===== src/rtl/alu_op_encoder.sv =====
// RV32I decode stage producing the ALU Operation code, a tag and an illegal flag.
// Registered output stage with a one-entry skid register isolates fetch from execute backpressure.
module alu_op_encoder #(
    parameter int unsigned TAG_WIDTH = 32,
    parameter int unsigned CNT_WIDTH = 8
) (
    input  logic                 clk,
    input  logic                 rst_n,
    input  logic                 flush,
    input  logic                 in_valid,
    output logic                 in_ready,
    input  logic [31:0]          instr,
    input  logic [TAG_WIDTH-1:0] in_tag,
    output logic                 out_valid,
    input  logic                 out_ready,
    output logic [25:0]          Operation,
    output logic                 out_illegal,
    output logic [TAG_WIDTH-1:0] out_tag,
    output logic [CNT_WIDTH-1:0] illegal_cnt
);

    localparam int unsigned OP_WIDTH = 26;

    localparam logic [OP_WIDTH-1:0] OP_OR   = OP_WIDTH'(1);
    localparam logic [OP_WIDTH-1:0] OP_ADD  = OP_WIDTH'(2);
    localparam logic [OP_WIDTH-1:0] OP_SUB  = OP_WIDTH'(6);
    localparam logic [OP_WIDTH-1:0] OP_AND  = OP_WIDTH'(8);
    localparam logic [OP_WIDTH-1:0] OP_XOR  = OP_WIDTH'(16);
    localparam logic [OP_WIDTH-1:0] OP_SLT  = OP_WIDTH'(32);
    localparam logic [OP_WIDTH-1:0] OP_SRAI = OP_WIDTH'(64);
    localparam logic [OP_WIDTH-1:0] OP_SRLI = OP_WIDTH'(128);
    localparam logic [OP_WIDTH-1:0] OP_SLLI = OP_WIDTH'(256);
    localparam logic [OP_WIDTH-1:0] OP_BEQ  = OP_WIDTH'(512);
    localparam logic [OP_WIDTH-1:0] OP_BNE  = OP_WIDTH'(1024);
    localparam logic [OP_WIDTH-1:0] OP_BLT  = OP_WIDTH'(2048);
    localparam logic [OP_WIDTH-1:0] OP_BGE  = OP_WIDTH'(4096);
    localparam logic [OP_WIDTH-1:0] OP_JAL  = OP_WIDTH'(8192);
    localparam logic [OP_WIDTH-1:0] OP_JALR = OP_WIDTH'(16384);
    localparam logic [OP_WIDTH-1:0] OP_LUI  = OP_WIDTH'(32768);
    localparam logic [OP_WIDTH-1:0] OP_LW   = OP_WIDTH'(65536);
    localparam logic [OP_WIDTH-1:0] OP_SW   = OP_WIDTH'(131072);
    localparam logic [OP_WIDTH-1:0] OP_LB   = OP_WIDTH'(262144);
    localparam logic [OP_WIDTH-1:0] OP_LH   = OP_WIDTH'(524288);
    localparam logic [OP_WIDTH-1:0] OP_LBU  = OP_WIDTH'(1048576);
    localparam logic [OP_WIDTH-1:0] OP_SB   = OP_WIDTH'(2097152);
    localparam logic [OP_WIDTH-1:0] OP_SH   = OP_WIDTH'(4194304);

    localparam logic [1:0] ST_EMPTY = 2'd0;
    localparam logic [1:0] ST_ONE   = 2'd1;
    localparam logic [1:0] ST_TWO   = 2'd2;

    typedef struct packed {
        logic [OP_WIDTH-1:0]  op;
        logic                 illegal;
        logic [TAG_WIDTH-1:0] tag;
    } entry_t;

    logic [6:0]          opcode;
    logic [2:0]          funct3;
    logic [6:0]          funct7;
    logic [OP_WIDTH-1:0] dec_op;
    entry_t              dec_entry;
    entry_t              out_q;
    entry_t              skid_q;
    logic [1:0]          state_q;
    logic [1:0]          state_d;
    logic                accept;
    logic                handshake;
    logic                load_out_in;
    logic                load_out_skid;
    logic                load_skid;
    logic                unused_instr_bits;

    assign opcode = instr[6:0];
    assign funct3 = instr[14:12];
    assign funct7 = instr[31:25];
    assign unused_instr_bits = ^{instr[24:15], instr[11:7]};

    // Instruction decode; every legal code is non-zero, so zero marks illegal
    always_comb begin
        dec_op = '0;
        case (opcode)
            7'b0110011: begin
                if (funct7 == 7'b0000000) begin
                    case (funct3)
                        3'b000:  dec_op = OP_ADD;
                        3'b110:  dec_op = OP_OR;
                        3'b111:  dec_op = OP_AND;
                        3'b100:  dec_op = OP_XOR;
                        3'b010:  dec_op = OP_SLT;
                        default: dec_op = '0;
                    endcase
                end else if (funct7 == 7'b0100000 && funct3 == 3'b000) begin
                    dec_op = OP_SUB;
                end
            end
            7'b0010011: begin
                case (funct3)
                    3'b000:  dec_op = OP_ADD;
                    3'b110:  dec_op = OP_OR;
                    3'b111:  dec_op = OP_AND;
                    3'b100:  dec_op = OP_XOR;
                    3'b010:  dec_op = OP_SLT;
                    3'b001:  dec_op = (funct7 == 7'b0000000) ? OP_SLLI : '0;
                    3'b101: begin
                        if (funct7 == 7'b0000000)      dec_op = OP_SRLI;
                        else if (funct7 == 7'b0100000) dec_op = OP_SRAI;
                    end
                    default: dec_op = '0;
                endcase
            end
            7'b1100011: begin
                case (funct3)
                    3'b000:  dec_op = OP_BEQ;
                    3'b001:  dec_op = OP_BNE;
                    3'b100:  dec_op = OP_BLT;
                    3'b101:  dec_op = OP_BGE;
                    default: dec_op = '0;
                endcase
            end
            7'b1101111: dec_op = OP_JAL;
            7'b1100111: dec_op = (funct3 == 3'b000) ? OP_JALR : '0;
            7'b0110111: dec_op = OP_LUI;
            7'b0000011: begin
                case (funct3)
                    3'b000:  dec_op = OP_LB;
                    3'b001:  dec_op = OP_LH;
                    3'b010:  dec_op = OP_LW;
                    3'b100:  dec_op = OP_LBU;
                    default: dec_op = '0;
                endcase
            end
            7'b0100011: begin
                case (funct3)
                    3'b000:  dec_op = OP_SB;
                    3'b001:  dec_op = OP_SH;
                    3'b010:  dec_op = OP_SW;
                    default: dec_op = '0;
                endcase
            end
            default: dec_op = '0;
        endcase
    end

    assign dec_entry = '{op: dec_op, illegal: ~|dec_op, tag: in_tag};

    assign accept    = in_valid && in_ready && !flush;
    assign handshake = out_valid && out_ready;

    // Occupancy next-state and register load selects
    always_comb begin
        state_d       = state_q;
        load_out_in   = 1'b0;
        load_out_skid = 1'b0;
        load_skid     = 1'b0;
        case (state_q)
            ST_EMPTY: begin
                load_out_in = accept;
                if (accept) state_d = ST_ONE;
            end
            ST_ONE: begin
                load_out_in = accept && handshake;
                load_skid   = accept && !handshake;
                if (accept && !handshake)      state_d = ST_TWO;
                else if (handshake && !accept) state_d = ST_EMPTY;
            end
            ST_TWO: begin
                load_out_skid = handshake;
                if (handshake) state_d = ST_ONE;
            end
            default: state_d = ST_EMPTY;
        endcase
        if (flush) state_d = ST_EMPTY;
    end

    always_ff @(posedge clk or negedge rst_n) begin
        if (!rst_n) begin
            state_q   <= ST_EMPTY;
            in_ready  <= 1'b1;
            out_valid <= 1'b0;
        end else begin
            state_q   <= state_d;
            in_ready  <= (state_d != ST_TWO);
            out_valid <= (state_d != ST_EMPTY);
        end
    end

    // Payload registers; SKID only advances into OUT on the handshake edge
    always_ff @(posedge clk or negedge rst_n) begin
        if (!rst_n) begin
            out_q  <= '0;
            skid_q <= '0;
        end else begin
            if (load_out_in)        out_q <= dec_entry;
            else if (load_out_skid) out_q <= skid_q;
            if (load_skid)          skid_q <= dec_entry;
        end
    end

    // Saturating count of delivered illegal instructions, kept across flush
    always_ff @(posedge clk or negedge rst_n) begin
        if (!rst_n) begin
            illegal_cnt <= '0;
        end else if (handshake && out_q.illegal && (illegal_cnt != '1)) begin
            illegal_cnt <= illegal_cnt + CNT_WIDTH'(1);
        end
    end

    assign Operation   = out_q.op;
    assign out_illegal = out_q.illegal;
    assign out_tag     = out_q.tag;

endmodule


===== config.mk =====
export PLATFORM = sky130hd
export DESIGN_NAME = alu_op_encoder
export DESIGN_NICKNAME = d
export VERILOG_FILES = /design/src/rtl/alu_op_encoder.sv
export SDC_FILE = /design/constraint.sdc
export NUM_CORES = 1
export LEC_CHECK = 0
export BUFFER_PORTS_ARGS = -buffer_cell sky130_fd_sc_hd__buf_2
export CAP_MARGIN = 20
export CORE_MARGIN = 3
export CORE_UTILIZATION = 55
export CTS_CLUSTER_DIAMETER = 50
export DETAILED_ROUTE_END_ITERATION = 12
export PLACE_DENSITY = 0.84
export SYNTH_ARGS = -nofsm -noshare
export SYNTH_HDL_FRONTEND = slang
export SYNTH_SLANG_ARGS = --single-unit

===== constraint.sdc =====
create_clock -name clk -period 4.2 [get_ports clk]
set_input_delay 0.42 -clock clk [delete_from_list [all_inputs] [get_ports clk]]
set_output_delay 0.42 -clock clk [all_outputs]
set_load 0.05 [all_outputs]

==> results of run 1 <==
[worst max path at each step]
stage	start	endpoint	cells after the start
2_1_floorplan	instr[26]	Operation[7]	5
3_3_place_gp	out_ready	skid_q[13]	5
3_5_place_dp	out_ready	skid_q[15]	5
4_1_cts	in_ready	skid_q[2]	5
5_1_grt	out_valid	out_tag[29]	7
6_report	out_valid	out_tag[29]	7
[layer usage]
| layer | vias to the layer above | wire length [um] | GRT usage (%) |
|---|---|---|---|
| met5 | - | 0 | 0 |
| met4 | 0 | 251 | 8.716 |
| met3 | 22 | 700 | 4.324 |
| met2 | 167 | 6425 | 38.33 |
| met1 | 2110 | 5464 | 33.15 |
| li1 | 2014 | - | - |
[state kept, by name, summed over array words and instances, names as in the netlist]
| signal | cells |
|---|---|
| state_q | 2 |
| out_tag | 32 |
| out_valid | 1 |
| out_illegal | 1 |
| skid_q | 56 |
| Operation | 23 |
| in_ready | 1 |
| illegal_cnt | 8 |
[cell families (layout without fill, tap and decap cells)]
logic type                 after synthesis  in the layout  share of synthesized area (%)
adders and majority gates                1              1                         0.2341
buffers and inverters                   39            165                          2.973
other                                    1              4                        0.07017
xor gates and xnor gates                 8              8                          1.311
AOI/OAI and AO/OA                      114            114                          14.59
muxes                                   37             37                          7.703
DFF                                    124            124                          58.09
and+or+nand+nor                        179            179                          15.03
[area by class of cell]
type                            count  area [um^2]  area share (%)
Clock inverter                     14        171.4           2.571
Inverter                            5        18.77          0.2815
Clock buffer                       18        417.9           6.268
Timing Repair Buffer              128        680.7           10.21
Sequential cell                   124         3104           46.56
Multi-Input combinational cell    342         2111           31.66
Tap cell                          129        161.4           2.421
Antenna cell                        1        2.502         0.03753
[cell usage in the layout (no fill, tap or decap), types with 2 or more instances in the layout]
cell type	instances
dfrtp_1	123
buf_2	118
nand2_1	111
a22oi_1	45
mux2_2	33
o21ai_0	32
clkbuf_16	16
nor2_1	14
nand3_1	12
o31ai_1	11
a21oi_1	8
nor3_1	8
buf_4	7
inv_1	5
nand4_1	5
xnor2_1	5
nor2b_1	5
nand3b_1	4
nand2b_1	4
mux2i_1	4
a221o_1	4
clkinv_4	4
xor2_1	3
or3_1	3
a211oi_1	3
conb_1	3
bufinv_16	3
clkinv_2	3
clkinvlp_4	3
nor2_4	2
or4_4	2
o21ai_2	2
[critical path: cells and delay by family (launching register included)]
kind | cells | cell delay [ns]
buffers and inverters | 2 | 0.76
and+or+nand+nor | 4 | 0.76
AOI/OAI and AO/OA | 1 | 0.41
DFF | 1 | 0.40
[power by group through the flow]
stage | Sequential (W) | Clock (W) | Combinational [W]
2_1_floorplan | 0.00201 | 0 | 0.000319
5_1_grt | 0.00165 | 0.00152 | 0.00106
3_5_place_dp | 0.00163 | 0 | 0.000987
6_report | 0.00162 | 0.00144 | 0.000986
4_1_cts | 0.00161 | 0.00145 | 0.000992
3_3_place_gp | 0.00161 | 0 | 0.000961
[metrics by stage]
stage	total power [W]	util, %
3_3_place_gp	0.002570	64.74
5_1_grt	0.004224	71.48
6_report	0.004039	71.48
2_1_floorplan	0.002334	-
3_5_place_dp	0.002621	64.74
4_1_cts	0.004053	71.16
==> flow_metrics.py, run 1 <==
metrics = {
    "clock_tree": {
        "cts.sinks": 124,
        "cts_resized": 0,
        "clk_latency_ns": 0.51,
        "cts_tree": "done",
        "clkTransAtPathRegs_ns": 0.06,
        "ctsHtreeMaxLevel": 4,
        "clk_path_buf_depth": 2,
        "post_cts_buffers": 0,
        "cts_buffers": 17,
        "cts_hold_buf": 1,
        "clockRootBuffer": "clkbuf_8",
    },
    "synth": {
        "post-synth-top-count-cell": "dfrtp_1",
        "synth.avg_cell_area_um2": 10.62,
        "synth-edff-count": 0,
        "ys_seq_area_share_pct": 58.09,
        "ys_top_cells_by_count": "dfrtp_1, nand2_1, a22oi_1",
        "synthCells": 503,
        "synthFlopType": "dfrtp_1",
        "yosys.area.top_type": "dfrtp_1",
        "ys_async_sr_fraction_pct": 100.0,
        "ys_types": 46,
        "ys_ff_latch": 124,
        "synth_area_leaders": "dfrtp_1, nand2_1, mux2_2",
        "synth.cell_area_um2": 5344,
        "synth_top_area_share_pct": 57.60,
        "yosys_warnings": 0,
    },
    "worst_setup_path": {
        "crit_chain": "a21boi_1, nor3_2, buf_4, nor2_4, buf_4, nand2_1, nand2_1",
        "cp.arrival_ns": 2.87,
        "startpoint_type": "register",
        "r2r-end": "out_tag[29]",
        "crit_path_top_delay_cell": "nor2_4",
        "crit_fanout": 47,
        "reg2reg_slack_ns": 1.77,
        "crit_path_end_kind": "register",
        "crit-reg2reg-launch": "out_valid",
        "required_ns": 4.64,
        "reg2reg_depth": 7,
        "path_class": "reg -> reg",
        "critPathMaxStageDelay_ns": 0.46,
    },
    "routing": {
        "drt-total-wl_mm": 12.84,
        "dr.pass1.iters": 5,
        "drtIter0Drc": 283,
        "antenna_left": 0,
        "routedWlPerCell_um": 16.87,
        "via_per_inst": 5.668,
        "num_vias": 4313,
        "drc_errors": 0,
    },
    "floorplanning": {
        "die_h_um": 104.6,
        "rows": 35,
        "io-pin-count": 138,
        "die_w_um": 104.6,
        "start_util_pct": 57.29,
        "dieArea_um2": 10930,
        "core_area_um2": 9328,
    },
    "sta": {
        "slew_violations": 0,
        "clock.fmax_ghz": 0.4121,
        "hold_viol": 0,
        "tns_ns": 0,
        "finalWorstSetupSlack_ns": 1.773,
        "worst_hold_slack_ns": 0.1482,
        "clock-skew-final_ns": 0.009264,
        "tightest_slew_ns": 0.8428,
        "finalSetupViolCount": 0,
        "rsz0062_at_grt": "false",
        "min_period_over_period_pct": 57.78,
        "min_period_ns": 2.427,
        "slew_headroom_pct": 43.68,
    },
    "placed_design": {
        "place_inst": 725,
        "portBuffers": 119,
        "detailed_place.area_um2": 6038,
        "dp_hpwl_mm": 8.331,
        "gp_congestion": 0.8867,
        "post-place-ws_ns": 1.630,
    },
    "global_routing": {
        "grt.total_usage_pct": 23.97,
        "grt_pass1_vias": 4195,
        "gr-total-overflow": 0,
        "grt_max_degree": 60,
        "grt_pass1_wl_mm": 21.18,
        "antenna_found_initial": 1,
    },
    "finish": {
        "fillCellCount": 685,
        "drive_above_1_share_pct": 32.17,
        "fin_nets": 688,
        "areaGrowthSynthToFinish_pct": 24.77,
        "layout.cells.non_filler": 761,
        "fin_area_um2": 6668,
    },
    "pwr": {
        "p_sw_w": 0.001381,
        "p_per_area_nw_per_um2": 605.8,
        "combPwrFrac_pct": 24.4,
        "p_clk_share_pct": 35.6,
        "p_leak_nw": 3.218,
        "vdd_drop_max_mv": 0.3002,
        "p_int_w": 0.002659,
        "seq_power_share_pct": 40.0,
        "switching_share_pct": 34.18,
    },
    "job": {
        "drv_cap": 0,
    },
    "min_path": {
        "min-delay-start": "in_tag[17]",
        "hold_path_depth": 3,
        "hold_path_end": "out_tag[17]",
        "hp-class": "in -> reg",
    },
    "run_status": {
        "status": "finished clean",
    },
}
(Power assumes the default switching activity.)
==> inputs of run 2 (changes only) <==
--- a/config.mk
+++ b/config.mk
@@ -8,10 +8,10 @@
 export BUFFER_PORTS_ARGS = -buffer_cell sky130_fd_sc_hd__buf_2
 export CAP_MARGIN = 20
 export CORE_MARGIN = 3
-export CORE_UTILIZATION = 55
+export CORE_UTILIZATION = 53
 export CTS_CLUSTER_DIAMETER = 50
 export DETAILED_ROUTE_END_ITERATION = 12
-export PLACE_DENSITY = 0.84
+export PLACE_DENSITY = 0.81
 export SYNTH_ARGS = -nofsm -noshare
 export SYNTH_HDL_FRONTEND = slang
 export SYNTH_SLANG_ARGS = --single-unit
==> constraint.sdc (replaced) <==
create_clock -name clk -period 2.25 [get_ports clk]
set_input_delay 0.225 -clock clk [delete_from_list [all_inputs] [get_ports clk]]
set_output_delay 0.225 -clock clk [all_outputs]
set_load 0.05 [all_outputs]
==> flow_metrics.py, run 2 (synthesis gave the netlist of run 1 again) <==
metrics = {
    "finish": {
        "drive_above_1_share_pct": 30.78,
        "largest_reg_flops": 56,
        "areaGrowthSynthToFinish_pct": 32.50,
        "antenna_cells": 0,
        "final_common_cell": "dfrtp_1",
        "fin_util_pct": 72.44,
        "layout_common_cells": "dfrtp_1, buf_2, nand2_1",
        "fillCellCount": 707,
        "layout.cells.non_filler": 799,
        "regMostFlops": "skid_q",
        "fin_nets": 724,
    },
    "job": {
        "drv_cap": 0,
    },
    "global_routing": {
        "grt_util_met2_pct": 43.85,
        "use_met3_pct": 6.740,
        "grt.total_usage_pct": 25.79,
        "busiest_layer": "met2",
        "grt_pass1_wl_mm": 22.74,
        "antenna_found_initial": 0,
        "gr-total-overflow": 0,
        "grt_max_degree": 61,
        "grt_pass1_vias": 4680,
        "gr-usage-met1_pct": 31.07,
    },
    "sta": {
        "rsz0062_at_grt": "false",
        "tns_ns": 0,
        "worst_hold_slack_ns": 0.04621,
        "clock-skew-final_ns": 0.007318,
        "clock.fmax_ghz": 0.5259,
        "finalSetupViolCount": 0,
        "tightest_slew_ns": 0.6402,
        "hold_viol": 0,
        "min_period_over_period_pct": 84.52,
        "finalWorstSetupSlack_ns": 0.3484,
        "min_period_ns": 1.902,
        "slew_headroom_pct": 56.99,
        "slew_violations": 0,
    },
    "routing": {
        "drc_errors": 0,
        "via_per_inst": 5.671,
        "drtIter0Drc": 369,
        "routedWlPerCell_um": 17.40,
        "dr.pass1.iters": 5,
        "num_vias": 4531,
        "drt-total-wl_mm": 13.90,
        "antenna_left": 0,
    },
    "run_status": {
        "status": "finished clean",
    },
    "placed_design": {
        "gp_congestion": 0.8781,
        "place_inst": 734,
        "portBuffers": 119,
        "dp_hpwl_mm": 8.463,
        "post-place-ws_ns": 0.09543,
    },
    "floorplanning": {
        "dieArea_um2": 11320,
        "die_w_um": 106.4,
        "start_util_pct": 54.67,
        "core_area_um2": 9774,
        "io-pin-count": 138,
        "die_h_um": 106.4,
        "rows": 36,
    },
    "clock_tree": {
        "cts_resized": 0,
        "post_cts_buffers": 0,
        "clkTransAtPathRegs_ns": 0.06,
        "ctsHtreeMaxLevel": 4,
        "clk_path_buf_depth": 2,
        "cts_tree": "done",
        "cts.sinks": 124,
        "cts_buffers": 17,
        "clk_latency_ns": 0.51,
        "clockRootBuffer": "clkbuf_8",
    },
    "worst_setup_path": {
        "critPathTopFamily": "compound AO/OA/AOI/OAI gates",
        "cp.arrival_ns": 2.30,
        "path_class": "reg -> reg",
        "reg2reg_depth": 4,
        "crit_fanout": 14,
        "crit_path_top_delay_cell": "or3_1",
        "crit_chain": "a21boi_1, or3_1, nor3_1, a221o_1",
        "crit_buf_inv": 0,
        "critPathMaxStageDelay_ns": 0.54,
        "required_ns": 2.65,
        "startpoint_type": "register",
        "crit_cells": 4,
        "crit_path_end_kind": "register",
    },
    "pwr": {
        "seq_power_share_pct": 39.0,
        "p_leak_nw": 3.400,
        "p_sw_w": 0.002591,
        "vdd_drop_max_mv": 0.6123,
        "p_int_w": 0.005208,
        "p_per_area_nw_per_um2": 1101,
        "switching_share_pct": 33.22,
        "combPwrFrac_pct": 24.7,
        "p_clk_share_pct": 36.4,
    },
    "min_path": {
        "hp-class": "in -> reg",
        "hold_path_depth": 3,
    },
}
-- run 2: worst paths after layout --
path                       startpoint       endpoint  slack, ns
max                         out_valid  Operation[16]       0.35
min                         instr[30]     skid_q[39]       0.05
max reg2reg                 out_valid  Operation[16]       0.35
min reg2reg                skid_q[44]  Operation[11]       0.47
max in group asynchronous       rst_n       in_ready       1.60
min in group asynchronous       rst_n    out_tag[16]       0.08
-- run 2: cell type report --
| cell class | count | area (um^2) | area share (%) |
|---|---|---|---|
| Clock buffer | 21 | 459.2 | 6.485 |
| Inverter | 5 | 18.77 | 0.2651 |
| Clock inverter | 10 | 162.7 | 2.297 |
| Multi-Input combinational cell | 342 | 2111 | 29.81 |
| Timing Repair Buffer | 164 | 1059 | 14.95 |
| Tap cell | 133 | 166.4 | 2.350 |
| Sequential cell | 124 | 3104 | 43.84 |
-- run 2: repair_timing --
item	CTS	global route
endpoints found under the setup margin	0	0
hold endpoints to repair	189	0
hold buffers	34	0
-- run 2: stage by stage --
stage	cell area, um^2	total power, W
2_1_floorplan	5351	0.004356
3_3_place_gp	6118	0.004820
3_5_place_dp	6118	0.004910
4_1_cts	7081	0.007829
5_1_grt	7081	0.008125
6_report	7081	0.007799
-- run 2: power groups by stage --
stage                     Sequential [W]  Clock (W)  Combinational, W
final                            0.00304    0.00284           0.00192
after global routing             0.00309    0.00298           0.00205
after CTS                        0.00303    0.00288           0.00192
after detailed placement         0.00305          0           0.00186
after global placement           0.00301          0           0.00181
after floorplan                  0.00376          0          0.000595
-- run 2: worst register-to-register path: stages, from the launching register on --
cell and delay [ns]:
dfrtp_1 0.41, a21boi_1 0.41, or3_1 0.54, nor3_1 0.15, a221o_1 0.29
-- run 2: routing by layer --
layer / up-vias / wire length (um)
li1: 2081 / -
met1: 2234 / 5609
met2: 187 / 7197
met3: 29 / 777
met4: 0 / 317
met5: - / 0
==> inputs of run 3 (changes only) <==
==> constraint.sdc (replaced) <==
create_clock -name clk -period 1.94 [get_ports clk]
set_input_delay 0.194 -clock clk [delete_from_list [all_inputs] [get_ports clk]]
set_output_delay 0.194 -clock clk [all_outputs]
set_load 0.05 [all_outputs]
==> flow_metrics.py, run 3 (synthesis gave the netlist of run 1 again) <==
metrics = {
    "floorplanning": {
        "io-pin-count": 138,
        "core_area_um2": 9774,
        "die_w_um": 106.4,
        "dieArea_um2": 11320,
        "rows": 36,
        "die_h_um": 106.4,
        "start_util_pct": 54.67,
    },
    "finish": {
        "layout.cells.non_filler": 805,
        "layout_common_cells": "dfrtp_1, buf_2, nand2_1",
        "drive_above_1_share_pct": 31.10,
        "antenna_cells": 0,
        "areaGrowthSynthToFinish_pct": 33.72,
        "largest_reg_flops": 56,
        "final_common_cell": "dfrtp_1",
        "fillCellCount": 678,
        "regMostFlops": "skid_q",
        "fin_nets": 732,
    },
    "worst_setup_path": {
        "crit-reg2reg-launch": "in_ready",
        "reg2reg_depth": 4,
        "startpoint_type": "register",
        "crit_path_end_kind": "register",
        "cp.arrival_ns": 2.35,
        "reg2reg_slack_ns": 0.02,
        "crit_fanout": 14,
        "path_class": "reg -> reg",
        "r2r-end": "Operation[8]",
        "required_ns": 2.37,
    },
    "routing": {
        "via_per_inst": 5.714,
        "drt-total-wl_mm": 14.00,
        "routedWlPerCell_um": 17.39,
        "antenna_left": 0,
        "dr.pass1.iters": 5,
        "drtIter0Drc": 345,
        "num_vias": 4600,
        "drc_errors": 0,
    },
    "sta": {
        "hold_viol": 0,
        "slew_headroom_pct": 44.18,
        "clock-skew-final_ns": 0.006094,
        "finalSetupViolCount": 0,
        "slew_violations": 0,
        "min_period_over_period_pct": 98.79,
        "tightest_slew_ns": 0.8364,
        "tns_ns": 0,
        "min_period_ns": 1.917,
        "rsz0062_at_grt": "true",
        "clock.fmax_ghz": 0.5218,
    },
    "global_routing": {
        "gr-total-overflow": 0,
        "antenna_found_initial": 0,
        "grt_max_degree": 59,
        "grt_pass1_vias": 4653,
        "grt_pass1_wl_mm": 23.10,
        "grt.total_usage_pct": 25.79,
    },
    "clock_tree": {
        "clk_path_buf_depth": 2,
        "clockRootBuffer": "clkbuf_8",
        "cts_tree": "done",
        "clkTransAtPathRegs_ns": 0.06,
        "cts_buffers": 17,
        "clk_latency_ns": 0.51,
        "cts.sinks": 124,
        "ctsHtreeMaxLevel": 4,
    },
    "placed_design": {
        "gp_congestion": 0.8668,
        "portBuffers": 119,
        "dp_hpwl_mm": 8.526,
        "place_inst": 739,
    },
    "min_path": {
        "hold_path_end": "skid_q[33]",
        "hp-class": "in -> reg",
        "hold_path_depth": 2,
        "min-delay-start": "instr[12]",
    },
    "pwr": {
        "vdd_drop_max_mv": 0.6391,
        "p_leak_nw": 3.434,
        "p_per_area_nw_per_um2": 1258,
    },
    "run_status": {
        "status": "finished clean",
    },
    "job": {
        "drv_cap": 0,
    },
}
[run 3: repair_timing]
item	CTS	global route
buffers inserted	0	0
hold endpoints to repair	192	0
hold buffers	36	0
endpoints found under the setup margin	19	52
gates resized for setup	2	5
gates cloned	1	0
pin swaps	1	0
[run 3: how the worst max path moves through the flow]
stage / startpoint / to / depth (start not counted)
finish: in_ready / Operation[8] / 4
global route: out_valid / Operation[10] / 5
CTS: in_ready / Operation[8] / 4
detailed placement: instr[26] / Operation[8] / 6
global placement: instr[26] / Operation[8] / 6
floorplan: instr[26] / Operation[7] / 5
[run 3: report_power, final]
| part | internal [W] | switching, W | total, W |
|---|---|---|---|
| combinational | 0.000701 | 0.00155 | 0.00225 |
| clock | 0.00216 | 0.00106 | 0.00322 |
| sequential | 0.00317 | 0.000345 | 0.00351 |
| total | 0.00603 | 0.00295 | 0.00899 |
[run 3: routing by layer]
metal	GRT usage, %	vias to the layer above	share of wire (%)
met3	4.311	26	5.7
met5	0	-	0
met4	9.954	0	1.8
met1	32.50	2275	40
met2	44.62	186	52
li1	-	2113	-
[run 3: per-stage QoR]
stage	instance area [um^2]	hold slack (ns)	total power, W	worst slack, ns	util (%)
finish	7146	0.06334	0.008987	0.02349	73.11
global route	7146	0.05070	0.009346	-0.06965	73.11
CTS	7133	0.03531	0.009006	0.06898	72.98
detailed placement	6157	0.1131	0.005694	-0.1611	62.99
global placement	6157	0.1134	0.005596	-0.1338	62.99
floorplan	5353	-0.1016	0.005053	-0.02476	-
[run 3: worst max-delay path, cell delays in order, from the launching register on]
cell      delay, ns
dfstp_2        0.54
nand3b_1       0.22
or3_1          0.62
or2_4          0.36
o21ai_2        0.10
[run 3: layout make-up]
cell class                 instances  area (um^2)  area share [%]
clock buffer                      22        462.9           6.479
clock inverter                     7        138.9           1.944
inverter                           5        18.77          0.2627
multi-input combinational        343         2123           29.71
sequential                       124         3105           43.46
tap                              133        166.4           2.329
timing repair buffer             171         1130           15.81
